**src/rtl/ai_i2s_pkg.sv**
```systemverilog
// Shared types and default parameters for the ping-pong I2S transmitter.
package ai_i2s_pkg;

  localparam int DEF_DATA_W     = 16;
  localparam int DEF_HALF_DEPTH = 8;
  localparam int DEF_CLK_DIV    = 4;

  typedef enum logic {
    IDLE = 1'b0,
    RUN  = 1'b1
  } state_t;

endpackage

```
**src/rtl/ai_i2s_sck_gen.sv**
```systemverilog
// Bit-clock generator: divides clk down to SCK and flags the clk cycle that
// ends with an SCK falling edge, so the transmitter can update sd/ws on the
// same posedge that SCK drops.
module ai_i2s_sck_gen
  import ai_i2s_pkg::*;
#(
  parameter int CLK_DIV = DEF_CLK_DIV
) (
  input  logic clk,
  input  logic rst_n,
  input  logic run,
  output logic sck,
  output logic fall_evt
);

  localparam int CW = (CLK_DIV > 1) ? $clog2(CLK_DIV) : 1;
  localparam logic [CW-1:0] DIV_LAST = CW'(CLK_DIV - 1);

  logic [CW-1:0] div_cnt;
  logic          terminal;

  // A half-period ends when the divider reaches its last count while running.
  always_comb begin
    terminal = run && (div_cnt == DIV_LAST);
    fall_evt = terminal && sck;
  end

  // Divider and SCK level; both held at zero whenever not running so the
  // first toggle after start is always a rise, CLK_DIV cycles in.
  always_ff @(posedge clk) begin
    if (!rst_n || !run) begin
      div_cnt <= '0;
      sck     <= 1'b0;
    end else if (div_cnt == DIV_LAST) begin
      div_cnt <= '0;
      sck     <= ~sck;
    end else begin
      div_cnt <= div_cnt + 1'b1;
    end
  end

endmodule

```
**src/rtl/ai_i2s_tx_pingpong.sv**
```systemverilog
// I2S transmitter reading stereo frames from a two-half ping-pong buffer.
// Software fills one half while the other is being played; each half has a
// full flag set by fill_done_x and cleared when its last frame is loaded.
module ai_i2s_tx_pingpong
  import ai_i2s_pkg::*;
#(
  parameter int DATA_W     = DEF_DATA_W,
  parameter int HALF_DEPTH = DEF_HALF_DEPTH,
  parameter int CLK_DIV    = DEF_CLK_DIV
) (
  input  logic                            clk,
  input  logic                            rst_n,
  input  logic                            tx_en,
  input  logic                            wr_en,
  input  logic [$clog2(2*HALF_DEPTH)-1:0] wr_addr,
  input  logic [2*DATA_W-1:0]             wr_data,
  input  logic                            fill_done_low,
  input  logic                            fill_done_high,
  output logic                            i2s_sck,
  output logic                            i2s_ws,
  output logic                            i2s_sd,
  output logic                            low_buf_empty,
  output logic                            high_buf_empty,
  output logic                            underrun
);

  localparam int AW = $clog2(2*HALF_DEPTH);
  localparam int FW = 2*DATA_W;
  localparam int BW = $clog2(FW);
  localparam logic [BW-1:0] LAST_SLOT = BW'(FW - 1);
  localparam logic [BW-1:0] WS_FIRST  = BW'(DATA_W - 1);
  localparam logic [BW-1:0] WS_LAST   = BW'(FW - 2);

  state_t        state;
  logic          run;
  logic          sck;
  logic          fall_evt;
  logic          started;
  logic [BW-1:0] bit_cnt;
  logic [BW-1:0] bit_nxt;
  logic          frame_start;
  logic          ws;
  logic [FW-1:0] shift_reg;
  logic [FW-1:0] load_word;
  logic [AW-1:0] rd_ptr;
  logic [1:0]    half_full;
  logic [1:0]    clr_mask;
  logic          cur_full;
  logic          last_of_half;

  logic [FW-1:0] mem [2*HALF_DEPTH];

  // The divider only runs while RUN is held; dropping tx_en stops it on the
  // same edge the FSM leaves RUN, so SCK is low the very next cycle.
  assign run = (state == RUN) && tx_en;

  ai_i2s_sck_gen #(
    .CLK_DIV (CLK_DIV)
  ) u_sck_gen (
    .clk      (clk),
    .rst_n    (rst_n),
    .run      (run),
    .sck      (sck),
    .fall_evt (fall_evt)
  );

  // Frame bookkeeping: next slot number, frame-start detection, what to load
  // and which half (if any) gets released by this load.
  always_comb begin
    frame_start  = fall_evt && (!started || (bit_cnt == LAST_SLOT));
    bit_nxt      = (!started || (bit_cnt == LAST_SLOT)) ? '0 : bit_cnt + 1'b1;
    cur_full     = half_full[rd_ptr[AW-1]];
    last_of_half = &rd_ptr[AW-2:0];
    load_word    = cur_full ? mem[rd_ptr] : '0;
    clr_mask     = 2'b00;
    if (frame_start && cur_full && last_of_half) begin
      clr_mask[rd_ptr[AW-1]] = 1'b1;
    end
  end

  // Frame storage: writes land in any state and are never reset.
  always_ff @(posedge clk) begin
    if (wr_en) begin
      mem[wr_addr] <= wr_data;
    end
  end

  // Half-full flags: fill_done sets, consuming the last frame clears, and a
  // clear in the same cycle as a fill on that half wins.
  always_ff @(posedge clk) begin
    if (!rst_n) begin
      half_full <= 2'b00;
    end else begin
      half_full <= (half_full | {fill_done_high, fill_done_low}) & ~clr_mask;
    end
  end

  // Transmit FSM: owns slot counter, shifter, word select, read pointer and
  // the underrun pulse; everything returns to zero whenever we are not in RUN.
  always_ff @(posedge clk) begin
    if (!rst_n) begin
      state     <= IDLE;
      started   <= 1'b0;
      bit_cnt   <= '0;
      shift_reg <= '0;
      ws        <= 1'b0;
      rd_ptr    <= '0;
      underrun  <= 1'b0;
    end else begin
      underrun <= 1'b0;
      case (state)
        IDLE: begin
          started   <= 1'b0;
          bit_cnt   <= '0;
          shift_reg <= '0;
          ws        <= 1'b0;
          rd_ptr    <= '0;
          if (tx_en) begin
            state <= RUN;
          end
        end
        RUN: begin
          if (!tx_en) begin
            state     <= IDLE;
            started   <= 1'b0;
            bit_cnt   <= '0;
            shift_reg <= '0;
            ws        <= 1'b0;
            rd_ptr    <= '0;
          end else if (fall_evt) begin
            started <= 1'b1;
            bit_cnt <= bit_nxt;
            ws      <= (bit_nxt >= WS_FIRST) && (bit_nxt <= WS_LAST);
            if (frame_start) begin
              shift_reg <= load_word;
              if (cur_full) begin
                rd_ptr <= rd_ptr + 1'b1;
              end else begin
                underrun <= 1'b1;
              end
            end else begin
              shift_reg <= shift_reg << 1;
            end
          end
        end
        default: begin
          state <= IDLE;
        end
      endcase
    end
  end

  assign i2s_sck        = sck;
  assign i2s_ws         = ws;
  assign i2s_sd         = shift_reg[FW-1];
  assign low_buf_empty  = ~half_full[0];
  assign high_buf_empty = ~half_full[1];

endmodule

```
**config.mk**
```make
export PLATFORM = sky130hd
export DESIGN_NAME = ai_i2s_tx_pingpong
export DESIGN_NICKNAME = d
export VERILOG_FILES = /design/src/rtl/ai_i2s_pkg.sv /design/src/rtl/ai_i2s_sck_gen.sv /design/src/rtl/ai_i2s_tx_pingpong.sv
export SDC_FILE = /design/constraint.sdc
export NUM_CORES = 1
export LEC_CHECK = 0
export BUFFER_PORTS_ARGS = -buffer_cell sky130_fd_sc_hd__buf_2
export CORE_UTILIZATION = 60
export CTS_CLUSTER_SIZE = 20
export DETAILED_ROUTE_END_ITERATION = 12
export GPL_TIMING_DRIVEN = 0
export PLACE_DENSITY = 0.89
export SKIP_LAST_GASP = 1
export SLEW_MARGIN = 40
export SYNTH_ARGS = -nofsm -noshare
export SYNTH_HDL_FRONTEND = slang
export SYNTH_SLANG_ARGS = --single-unit
```
**constraint.sdc**
```tcl
create_clock -name clk -period 12 [get_ports clk]
set_input_delay 2.4 -clock clk [delete_from_list [all_inputs] [get_ports clk]]
set_output_delay 2.4 -clock clk [all_outputs]
set_load 0.02 [all_outputs]
```
## Word-level counts from Yosys, hierarchy flattened

Memory sizes are Yosys's and may differ from the RTL's. A register that Yosys moved wholly into a read port is not among the register bits.
Index checks and enable logic that the tools add are counted.
Widths: inputs -> output; s select.

- Output and inout bits: 6
- Memories: 1
- Input port bits: 42
- Register bits after elaboration: 50
- RAM bits: 512

Memory list:

| name | words | width | read ports | clocked after memory_dff | write ports | RTL line | text |
|---|---|---|---|---|---|---|---|
| mem | 16 | 32 | 1 | 1 | 1 | ai_i2s_tx_pingpong.sv:51 | `logic [FW-1:0] mem [2*HALF_DEPTH];` |

- Equality and inequality tests: 5
- Multiplexer cells: 31
- Reduce and logical (&&, ||, !) cells: 17
- $add $sub $neg: 3
- Order comparisons: 4
- Bitwise logic cells: 7

Operators by type and width:

| operator | number |
|---|---|
| $mux 32 | 4 |
| $pmux 32 s2 | 1 |
| $mux 4 | 6 |
| $mux 5 | 3 |
| $mux 1 | 11 |
| $pmux 5 s2 | 1 |
| $ne 3x2->1 const B | 3 |
| $logic_and 1x1->1 | 8 |
| $pmux 4 s2 | 1 |
| $reduce_and 3->1 | 2 |
| $add 5x1->5 const B | 1 |
| $eq 5x5->1 const B | 1 |
| $ge 5x4->1 const B | 1 |
| $le 5x5->1 const B | 1 |
| $reduce_and 5->1 | 1 |
| $add 4x1->4 const B | 1 |
| $not 1->1 | 4 |
| $pmux 1 s2 | 2 |
| $logic_not 1->1 | 3 |
| $add 2x1->2 const B | 1 |
| $and 2x2->2 | 1 |
| $eq 2x2->1 const B | 1 |
| $logic_or 1x1->1 | 2 |
| $lt 1x2->1 const B | 1 |
| other kinds (6) | 6 |

## Depth between registers and ports, before layout

- Depth after elaboration: 10
- Gate-level depth with buffers: 9
- Mapped depth without buffers: 7

## Cells and area by module

From an unflattened synthesis, not the netlist that was laid out.

- Cell total of the unflattened synthesis: 1011
- Area, all modules: 21674.5 um2

Modules (own cells, without submodules):

| module | instances | seq. area each (um2) | cells each | area each (um2) |
|---|---|---|---|---|
| ai_i2s_tx_pingpong | 1 | 16395.7 | 1001 | 21565.7 |
| ai_i2s_sck_gen | 1 | 60.1 | 10 | 108.9 |

## Worst setup path before layout

OpenSTA, ideal clock, no wires.

- Kind: input to register
- Start: input port wr_addr[2]
- End: memory mem[0][0] in the netlist's numbering (enable)
- Path slack: 6420 ps
- Arrival: 5118 ps
- Stages: 2
- Library setup time: 461 ps
- Required time: 11539 ps
- Cells stage by stage: or3b_2 nor3_1

RTL lines:

| item | RTL line | text |
|---|---|---|
| from (decl) | ai_i2s_tx_pingpong.sv:15 | `input logic [$clog2(2*HALF_DEPTH)-1:0] wr_addr,` |
| to (decl) | ai_i2s_tx_pingpong.sv:51 |  |

Straight into the memory's write port.

## Worst setup path after layout

- Start: input port wr_addr[3]
- End: memory mem[4][19] in the netlist's numbering (enable)

Straight into the memory's write port.

==> reports/metrics.yaml <==
netlist_instances: 1017
first_global_vias: 11841
synth_ff_type: "edfxtp_1"
path_class: "primary input to flop"
slew_headroom: 0.410
ctsHoldBuffers: 0
start_util: 0.612
finalHoldViolCount: 0
synthArstFlopShare: 0
vias_per_cell: 6.88
place_hpwl_um: 32300
synth_top_area_frac: 0.703
synth_top_family_by_area: "multiplexers"
synth.avg_cell_area_um2: 21.5
arrival_ps: 4160
crit_chain: "buf_2, nand3b_1, nor3_2, buf_4, buf_2, buf_2"
setup_tns_ps: 0
power_frac_seq: 0.571
fin_skew_ps: 11.6
coreArea_mm2: 0.0357
violations: "design-rule violations"
drt_iter0_drc: 1592
swShare: 0.201
cp_max_fo: 7
synth-simple-area-share: 0.0299
worstMarginPinSlew_ps: 885
placedCellCount: 1577
synth-warning-count: 0
post_cts_buffers: 0
leakagePower_nw: 7.89
routabilityCongestion: 0.789
fin_nets: 1218
largest_register_ffs: 512
cap_violations: 0
antenna_found_initial: 2
crit_family: "buffers and inverters"
slew_violations: 0
synth_area_leaders: "edfxtp_1 70%, mux4_2 13%, dfxtp_1 4.9%"
worst_ir_drop_vdd_uv: 147
switchingPower_w: 0.000773
p_per_area_mw_per_mm2: 153
pwr-share-comb: 0.022
cts_resized: 0
grt.total_usage: 0.293
fin_crit_sh: 0.323
grt_overflow: 0
root_buffer: "clkbuf_16"
yosysTopAreaCell: "edfxtp_1"
setup-violations-final: 0
htreeDepth: 2
grt_first_pass_wirelength_um: 76100
routed_wl_um: 51400
path_buf_inv: 4
critPathLaunchType: "primary input"
die_area_mm2: 0.0372
cts_tree: "yes"
ios: 48
fp.dieH_um: 193
drcViolationCount: 4
cts.path.max_buffers: 3
rows: 69
required_ps: 12290
drt_pass1_iterations: 9
yosys-top-cells-count: "512 x edfxtp_1, 125 x mux4_2, 54 x dfxtp_1"
ys_ff_latch: 566
numPortBuffers: 47
ys_seq_area_frac: 0.753
synthMuxAreaShare: 0.163
synth-edff-count: 512
internal_power_w: 0.00307
fin_crit_ps: 3870
clock.fmax_mhz: 258
utilization: 0.703
finish.instance_area_mm2: 0.0251
cp_common_cell: "buf_2"
rsz0062_at_grt: "false"
cts_buffers: 53
synth-compound-area-share: 0.0333
yosys.area_share.adder: 0.00286
clk_pin_slew_worst_paths_ps: 60
grt_max_degree: 17
clkLatencyLatePin_ps: 600
outcome: "complete, but fails checks"
drive_gt1_frac: 0.344
yosysMostFrequentCell: "edfxtp_1"
cp-end-kind: "flop"
ant_nets: 0
vias: 11552
cts.sinks: 566
instances_no_fill: 1678
synth_xor_area_frac: 0.00160
max_stage_delay_ps: 470
p_clk_frac: 0.407
die_w_um: 193
syn_nets: 1064
synth_area_mm2: 0.0219
wl_per_cell_um: 30.6
ys_types: 44
hold_class: "flop to flop"
placed_cell_area_mm2: 0.0235
synthToLayoutAreaGrowth_pct: 15.0
slowest_stage: "nor3_2"
## layout make-up
| cell class | instances | area [µm²] |
|---|---|---|
| fillers | 1995 | 10600 |
| inverters | 5 | 18.8 |
| multi-input cells | 386 | 5150 |
| plain buffers | 60 | 358 |
| flip-flops and latches | 566 | 16500 |
| well taps | 461 | 577 |
| clock buffers | 80 | 1490 |
| diodes | 2 | 5.00 |
| repair buffers | 99 | 975 |
| clock inverters | 19 | 113 |
## metrics by stage
| stage | worst slack [ps] | hold slack, ps | power (W) |
|---|---|---|---|
| 2_1_floorplan | 6420 | 404 | 0.00226 |
| 3_3_place_gp | 3800 | 414 | 0.00230 |
| 3_5_place_dp | 7550 | 429 | 0.00232 |
| 4_1_cts | 8110 | 442 | 0.00385 |
| 5_1_grt | 8080 | 471 | 0.00393 |
| 6_report | 8130 | 437 | 0.00384 |
## placed cells by master (no fill, tap or decap), drive strengths merged, types with 8 or more instances in the layout
cell type / count
a221o: 32
a22o: 31
buf: 135
clkbuf: 104
clkinv: 14
dfxtp: 54
edfxtp: 512
inv: 8
mux2: 32
mux2i: 38
mux4: 125
nand2: 10
nor2: 22
nor3: 38
## worst paths after layout
check	startpoint	to	slack, ps	cells after the start
max	wr_addr[3]	mem[4][19]	8130	6
min	u_sck_gen.div_cnt[0]	u_sck_gen.div_cnt[0]	440	1
max reg2reg	bit_cnt[0]	shift_reg[4]	9150	8
min reg2reg	u_sck_gen.div_cnt[0]	u_sck_gen.div_cnt[0]	440	1
## kinds of logic after synthesis
group	after synthesis
adder cells (fa/ha/maj)	5
AO/OA/AOI/OAI	83
XOR/XNOR	4
flip-flops	566
AND/OR/NAND/NOR	99
buffers and inverters	65
multiplexers	195
## routing by layer
| metal | routed length, µm | track usage | vias to the layer above |
|---|---|---|---|
| met1 | 18300 | 0.389 | 5915 |
| met2 | 25200 | 0.472 | 874 |
| met4 | 1990 | 0.126 | 0 |
| met5 | 0 | 0 | - |
| met3 | 5820 | 0.0638 | 156 |
| li1 | - | - | 4607 |
## power by group through the flow
stage | Sequential [W] | Clock [W] | Combinational (W)
CTS | 0.00220 | 0.00157 | 0.0000840
detailed placement | 0.00224 | 0 | 0.0000830
global placement | 0.00223 | 0 | 0.0000654
floorplan | 0.00223 | 0 | 0.0000280
finish | 0.00219 | 0.00156 | 0.0000851
global route | 0.00220 | 0.00164 | 0.0000897
## worst reg2reg max path, cell delays in order, from the launching register on
cell and delay (ps):
dfxtp_1 360, ha_1 280, and3_1 200, ha_1 190, nand2b_1 210, nor3_2 590, clkbuf_1 510, a22o_1 270
a221o_1 190
Note: power is estimated with default switching activity, not from simulation.
